===== config.mk =====
export PLATFORM = sky130hd
export DESIGN_NAME = inv_sequencer
export DESIGN_NICKNAME = d
export VERILOG_FILES = /design/src/rtl/alu_pkg.sv /design/src/rtl/inv_sequencer.sv
export SDC_FILE = /design/constraint.sdc
export NUM_CORES = 1
export LEC_CHECK = 0
export BUFFER_PORTS_ARGS = -buffer_cell sky130_fd_sc_hd__buf_2
export CAP_MARGIN = 20
export CORE_AREA = 4 4 60 62
export DETAILED_ROUTE_END_ITERATION = 8
export DIE_AREA = 0 0 64 66
export HOLD_SLACK_MARGIN = 0.02
export PLACE_DENSITY = 0.52
export SETUP_SLACK_MARGIN = 0.4
export SLEW_MARGIN = 40
export SYNTH_ARGS = -nofsm -noshare
export SYNTH_HDL_FRONTEND = slang
export SYNTH_SLANG_ARGS = --single-unit

===== constraint.sdc =====
create_clock -name clk -period 2 [get_ports clk]
set_input_delay 0.1 -clock clk [delete_from_list [all_inputs] [get_ports clk]]
set_output_delay 0.1 -clock clk [all_outputs]
set_load 0.005 [all_outputs]

===== src/rtl/alu_pkg.sv =====
// Shared definitions for the field ALU and its control stages: op codes,
// exponent width and the inversion-exponent bit lookup.
package alu_pkg;

    typedef enum logic [1:0] {
        OP_PRECAL = 2'd0,
        OP_DOUBLE = 2'd1,
        OP_DIVINV = 2'd2,
        OP_DIVMUL = 2'd3
    } alu_op_t;

    localparam int EXP_BITS = 255;

    typedef enum logic [2:0] {
        S_IDLE,
        S_INIT,
        S_ISSUE,
        S_WAIT,
        S_FISSUE,
        S_FWAIT,
        S_DONE
    } inv_state_t;

    // Low five bits of q-2 = 2^255-21; every bit from 5 upward is one.
    localparam logic [4:0] EXP_LOW_BITS = 5'b01011;

    function automatic logic ebit(input logic [7:0] i);
        if (i >= 8'd5) begin
            return 1'b1;
        end
        return EXP_LOW_BITS[i[2:0]];
    endfunction

endpackage


===== src/rtl/inv_sequencer.sv =====
// Fermat-inversion sequencer: walks the exponent q-2 MSB first, issuing one
// DIV-INV op per bit and a closing DIV-MUL op, with an ALU response timeout.
module inv_sequencer #(
    parameter int EXP_BITS = alu_pkg::EXP_BITS,
    parameter int TIMEOUT  = 15
) (
    input  logic       clk,
    input  logic       rst,
    input  logic       start,
    input  logic       alu_ready,
    output logic       alu_valid,
    output logic [1:0] alu_state,
    output logic       alu_consecutive_flag,
    output logic       lut_init_we,
    output logic       busy,
    output logic       done,
    output logic       err
);
    import alu_pkg::*;

    inv_state_t state_reg, state_next;
    logic [7:0] idx_reg, idx_next;
    logic [3:0] tcnt_reg, tcnt_next;
    logic       err_reg, err_next;
    alu_op_t    op_sel;

    always_ff @(posedge clk or posedge rst) begin
        if (rst) begin
            state_reg <= S_IDLE;
            idx_reg   <= '0;
            tcnt_reg  <= '0;
            err_reg   <= 1'b0;
        end else begin
            state_reg <= state_next;
            idx_reg   <= idx_next;
            tcnt_reg  <= tcnt_next;
            err_reg   <= err_next;
        end
    end

    always_comb begin
        state_next           = state_reg;
        idx_next             = idx_reg;
        tcnt_next            = '0;
        err_next             = err_reg;
        alu_valid            = 1'b0;
        op_sel               = OP_DIVINV;
        alu_consecutive_flag = 1'b0;
        lut_init_we          = 1'b0;
        done                 = 1'b0;

        unique case (state_reg)
            S_IDLE: begin
                if (start) begin
                    state_next = S_INIT;
                    idx_next   = 8'(EXP_BITS - 1);
                    err_next   = 1'b0;
                end
            end
            S_INIT: begin
                lut_init_we = 1'b1;
                state_next  = S_ISSUE;
            end
            S_ISSUE: begin
                alu_valid            = 1'b1;
                alu_consecutive_flag = ebit(idx_reg);
                state_next           = S_WAIT;
            end
            S_WAIT: begin
                // The ALU samples the flag mid-op, so it must hold through WAIT.
                alu_consecutive_flag = ebit(idx_reg);
                if (alu_ready) begin
                    if (idx_reg == 8'd0) begin
                        state_next = S_FISSUE;
                    end else begin
                        idx_next   = idx_reg - 8'd1;
                        state_next = S_ISSUE;
                    end
                end else if (tcnt_reg == 4'(TIMEOUT - 1)) begin
                    err_next   = 1'b1;
                    state_next = S_IDLE;
                end else begin
                    tcnt_next = tcnt_reg + 4'd1;
                end
            end
            S_FISSUE: begin
                alu_valid  = 1'b1;
                op_sel     = OP_DIVMUL;
                state_next = S_FWAIT;
            end
            S_FWAIT: begin
                op_sel = OP_DIVMUL;
                if (alu_ready) begin
                    state_next = S_DONE;
                end else if (tcnt_reg == 4'(TIMEOUT - 1)) begin
                    err_next   = 1'b1;
                    state_next = S_IDLE;
                end else begin
                    tcnt_next = tcnt_reg + 4'd1;
                end
            end
            S_DONE: begin
                done       = 1'b1;
                state_next = S_IDLE;
            end
            default: begin
                state_next = S_IDLE;
            end
        endcase
    end

    assign alu_state = op_sel;
    assign busy      = (state_reg != S_IDLE);
    assign err       = err_reg;

endmodule

==> results.json, run 1 <==
{
  "status": "complete, no violations",
  "whs_endpoint": "state_reg[2]",
  "tightest_slew_ns": 0.619,
  "yosysWarnings": 0,
  "post-route-drc-count": 0,
  "critPathMaxFanout": 4,
  "dp_cells": 168,
  "crit_type": "register to register",
  "period_needed_ns": 1.70,
  "whs_path_depth": 3,
  "clk_pin_slew_ns": 0.10,
  "diodes": 0,
  "place_congestion": 0.855,
  "powerDensity_nw_per_um2": 806,
  "worstPathRequired_ns": 2.17,
  "peakVddDrop_mv": 0.403,
  "critPathMaxStageDelay_ns": 0.56,
  "timing.final.crit_share_pct": 85.0,
  "clk_path_buf_depth": 2,
  "p_total_mw": 1.19,
  "final_cells": 188,
  "timing.fmax_mhz": 588,
  "die_y_um": 66,
  "hold_viol_final": 0,
  "cp-start-kind": "register",
  "clock_insertion_delay_worst_skew_ns": 0.28,
  "dr.pass1.iters": 4,
  "synth_edf_count": 0,
  "avgSynthCellArea_um2": 9.12,
  "synthArstFlopShare_pct": 100,
  "grtUsageTotal_pct": 12.7,
  "route.antenna.remaining_nets": 0,
  "total_leakage_power_nw": 0.642,
  "most-common-layout-cells": "buf_4 (17), dfrtp_1 (12), nor2_1 (10), buf_2 (10), inv_1 (7)",
  "register_area_um2": 405,
  "worst_path_max_delay_cell": "or4b_4",
  "rrSetupSlack_ns": 0.30,
  "largest_register_ff_count": 8,
  "hp-start": "alu_ready",
  "r2r-start": "state_reg[2]",
  "hold_path_class": "primary input to register",
  "synth_ff_type": "dfrtp_1",
  "core_area_um2": 3030,
  "cts-root-buf": "clkbuf_4",
  "synth.cell_area_um2": 1030,
  "fill_cells": 294,
  "std_cell_rows": 20,
  "syn_to_final_growth_pct": 43.0,
  "vias": 936,
  "postSynthCellCount": 113,
  "first_global_vias": 948,
  "rsz0062_at_grt": "true",
  "drtIter0Drc": 20,
  "setup.worst_path.start": "state_reg[2]",
  "crit_arrival_ns": 1.87,
  "die_w_um": 64,
  "hpwl_um": 1670,
  "synth_nets": 123,
  "fin_tns_setup_ns": 0,
  "wire_per_inst_um": 13.9,
  "grt_overflow_total": 0,
  "drive_gt1_share_pct": 45.8,
  "io_buffer_count": 10,
  "yosys.cell_types.count": 41,
  "nets": 155,
  "fin_util_pct": 48.7,
  "io_pins": 12,
  "cts_sinks": 16,
  "max_cap_violations": 0,
  "grt_start_max_net_pins": 17,
  "antenna_found_initial": 0,
  "initial_core_util_pct": 34.0,
  "vias_per_cell": 4.98,
  "place_ws_ns": 0.200,
  "setup_viol": 0,
  "final_common_cell": "buf_4",
  "ys_seq_area_share_pct": 38.8,
  "wl_um": 2620,
  "die-area_um2": 4220,
  "multi_input_area_um2": 704,
  "critPathCaptureType": "register",
  "cts_max_level": 1,
  "cts_tree": "yes",
  "cts_made_buffers": 3,
  "skew_ns": 0.00740,
  "fin_ws_ns": 0.300,
  "slew_violations": 0,
  "path_cells": "or4b_4 -> a21boi_2 -> a21oi_1 -> or3b_1",
  "relSlewSlack_pct": 58.7,
  "grt_first_pass_wirelength_um": 4260,
  "ys_ff_latch": 16,
  "r2r_cells": 4,
  "reg2reg_to": "idx_reg[6]"
}
==> critical path: cells and delay by family, from the launching register on <==
kind / cells / cell delay (ns)
flip-flops: 1 / 0.45
AO/OA/AOI/OAI: 2 / 0.23
AND/OR/NAND/NOR: 2 / 0.90
==> per-layer routing <==
| layer | part of all wire [%] | track usage, % |
|---|---|---|
| met3 | 1.0 | 2.38 |
| met4 | 1.1 | 5.39 |
| met1 | 43 | 14.4 |
| met5 | 0 | 0 |
| met2 | 54 | 23.1 |
==> metrics by stage <==
step,hold WS (ns),instance area (um2)
floorplan,0.0137,1050
global placement,0.213,1160
detailed placement,0.210,1160
CTS,0.138,1350
global route,0.170,1470
finish,0.155,1470
==> Yosys cell counts (2+ instances only) <==
cell / instances / area share, %
nor4_1: 4 / 2.4
nand2_1: 5 / 1.8
and3_1: 3 / 1.8
ha_1: 6 / 7.3
or3_1: 2 / 1.2
nor2_1: 10 / 3.6
nor3b_1: 2 / 1.5
inv_1: 10 / 3.6
o31ai_1: 2 / 1.5
o21ai_0: 9 / 4.4
or3b_1: 3 / 2.5
nor3_1: 2 / 0.97
buf_2: 3 / 1.5
nand3_1: 6 / 2.9
dfrtp_1: 16 / 39
xnor2_1: 2 / 1.7
a21oi_1: 4 / 1.9
==> worst max-delay path by stage <==
stage	endpoint	slack, ns
after floorplan	idx_reg[5]	0.29
after global placement	idx_reg[6]	0.22
after detailed placement	idx_reg[6]	0.20
after CTS	idx_reg[6]	0.28
after global routing	idx_reg[5]	0.22
final	idx_reg[6]	0.30
==> kinds of logic after synthesis <==
kind of cell / after synthesis / synth area share (%)
DFF: 16 / 38.8
other: 1 / 0.364
muxes: 1 / 0.971
AOI/OAI and AO/OA: 25 / 15.7
buffers and inverters: 15 / 6.19
xor gates and xnor gates: 3 / 2.55
adders and majority gates: 6 / 7.28
and+or+nand+nor: 46 / 28.2
==> power breakdown <==
group	switching [mW]	leakage [nW]	total, mW	internal [mW]
Sequential	0.119	0.187	0.509	0.390
Clock	0.102	0.0210	0.213	0.111
Combinational	0.219	0.434	0.465	0.246
==> layout make-up <==
type / instances / area share, %
clock buffer: 4 / 2.46
inverter: 10 / 2.72
multi-input combinational: 82 / 47.8
sequential: 16 / 27.5
tap: 44 / 3.74
timing repair buffer: 32 / 15.8
==> repair_timing <==
| item | in CTS | in global routing |
|---|---|---|
| pin swaps | 9 | 7 |
| setup endpoints to repair | 6 | 14 |
| hold buffers | 1 | 0 |
| endpoints found under the hold margin | 16 | 0 |
| setup buffers | 10 | 5 |
| resized for setup | 18 | 20 |
No activity file was read; power rests on OpenSTA's default activity.
==> run 2, diff against run 1 <==
- REMOVE_ABC_BUFFERS: default -> 1
==> results.json, run 2 (synthesis results as in run 1) <==
{
  "switching_share_pct": 37.6,
  "largest_register_ff_count": 8,
  "die-area_um2": 4220,
  "grt_overflow_total": 0,
  "timing.final.crit_share_pct": 84.0,
  "cts_max_level": 1,
  "most-common-layout-cells": "buf_4 (14), dfrtp_1 (13), nor2_1 (10), buf_2 (10)",
  "fin_ws_ns": 0.320,
  "rsz0062_at_grt": "true",
  "vias": 926,
  "clk_pin_slew_ns": 0.11,
  "diodes": 0,
  "path_depth": 6,
  "fin_tns_setup_ns": 0,
  "total_leakage_power_nw": 0.627,
  "final_cells": 184,
  "timing.fmax_mhz": 595,
  "final_common_cell": "buf_4",
  "critPathCaptureType": "register",
  "cts_made_buffers": 3,
  "r2r_cells": 6,
  "skew_ns": 0.0113,
  "core_area_um2": 3030,
  "drive_gt1_share_pct": 39.3,
  "worstPathRequired_ns": 2.18,
  "grt_start_max_net_pins": 17,
  "nets": 151,
  "antenna_found_initial": 0,
  "cts-root-buf": "clkbuf_4",
  "cts_sinks": 16,
  "clk_path_buf_depth": 2,
  "wire_per_inst_um": 13.7,
  "io_buffer_count": 10,
  "pwr-share-clk_pct": 20.0,
  "critPathMaxStageDelay_ns": 0.42,
  "grtUsageTotal_pct": 13.8,
  "peakVddDrop_mv": 0.327,
  "netSwitchingPower_uw": 423,
  "path_cells": "inv_4 -> ha_4 -> nor3b_4 -> and3_4 -> o31ai_1 -> or3b_1",
  "dp_cells": 169,
  "first_global_vias": 996,
  "post-route-drc-count": 0,
  "initial_core_util_pct": 34.0,
  "wl_um": 2520,
  "hpwl_um": 1750,
  "clock_insertion_delay_worst_skew_ns": 0.29,
  "cts_tree": "yes",
  "slew_violations": 0,
  "critPathMaxFanout": 6,
  "r2r-start": "idx_reg[0]",
  "syn_to_final_growth_pct": 36.9,
  "die_y_um": 66,
  "hold_viol_final": 0,
  "die_w_um": 64,
  "grt_first_pass_wirelength_um": 4570,
  "critPathTopFamily": "simple AND/OR/NAND/NOR gates",
  "power_frac_comb_pct": 34.7,
  "place_congestion": 0.865,
  "max_cap_violations": 0,
  "io_pins": 12,
  "fin_area_um2": 1410,
  "crit_path_end": "idx_reg[5]",
  "powerDensity_nw_per_um2": 796,
  "tightest_slew_ns": 0.648,
  "place_ws_ns": 0.161,
  "worst_path_max_delay_cell": "dfrtp_1",
  "period_needed_ns": 1.68,
  "worst-path-buf-inv": 1,
  "seqPwrFrac_pct": 45.3,
  "route.antenna.remaining_nets": 0,
  "postPlaceCellArea_um2": 1160,
  "cp-start-kind": "register",
  "setup.worst_path.start": "idx_reg[0]",
  "reg2reg_to": "idx_reg[5]",
  "setup_viol": 0,
  "p_total_mw": 1.12,
  "rrSetupSlack_ns": 0.32,
  "status": "complete, no violations",
  "relSlewSlack_pct": 56.7,
  "std_cell_rows": 20,
  "vias_per_cell": 5.03,
  "drtIter0Drc": 30,
  "crit_arrival_ns": 1.86,
  "crit_type": "register to register",
  "dr.pass1.iters": 4,
  "hold_path_class": "primary input to register",
  "internal-power_uw": 701
}
-- run 2: cell count changes in the layout (fill, tap and decap cells not counted), sizes merged --
cell / delta
buf: -4
-- run 2: worst min-delay path by stage --
stage               startpoint           end  slack (ns)  depth (start not counted)
finish               alu_ready  state_reg[2]        0.17                          3
global route         alu_ready  state_reg[2]        0.17                          3
CTS                  alu_ready  state_reg[2]        0.12                          3
detailed placement         rst    idx_reg[5]        0.24                          2
global placement           rst    idx_reg[5]        0.24                          2
floorplan                  rst           err        0.01                          1
-- run 2: layout make-up --
class,instances,area [um2]
Fill cell,295,1620
Multi-Input combinational cell,82,677
Sequential cell,16,404
Timing Repair Buffer,28,199
Tap cell,44,55.1
Inverter,10,40.0
Clock buffer,4,36.3
-- run 2: worst min-delay path, cell delays in order --
cell     delay, ns
buf_2         0.15
nor2_1        0.13
a21oi_1       0.05
-- run 2: timing repair --
action / 4_1_cts / 5_1_grt
pin swaps: 6 / 4
endpoints found under the setup margin: 8 / 15
endpoints found under the hold margin: 16 / 0
hold buffers: 1 / 0
buffers inserted: 9 / 1
gates resized for setup: 21 / 10
-- run 2: power by group through the flow --
stage,clock (mW),sequential [mW],combinational (mW)
finish,0.225,0.510,0.390
global route,0.245,0.520,0.440
CTS,0.232,0.489,0.349
detailed placement,0,0.478,0.256
global placement,0,0.478,0.252
floorplan,0,0.459,0.187
-- run 2: routing by layer --
metal / part of all wire, % / vias up / GRT usage, %
li1: - / 457 / -
met1: 46 / 456 / 17.2
met2: 51 / 11 / 24.3
met3: 2.3 / 2 / 2.55
met4: 0.59 / 0 / 3.77
met5: 0 / - / 0
-- run 2: metrics by stage --
step	hold WS (ns)	util (%)
floorplan	0.0137	-
global placement	0.238	38.4
detailed placement	0.240	38.4
CTS	0.118	44.5
global route	0.171	46.6
finish	0.169	46.6
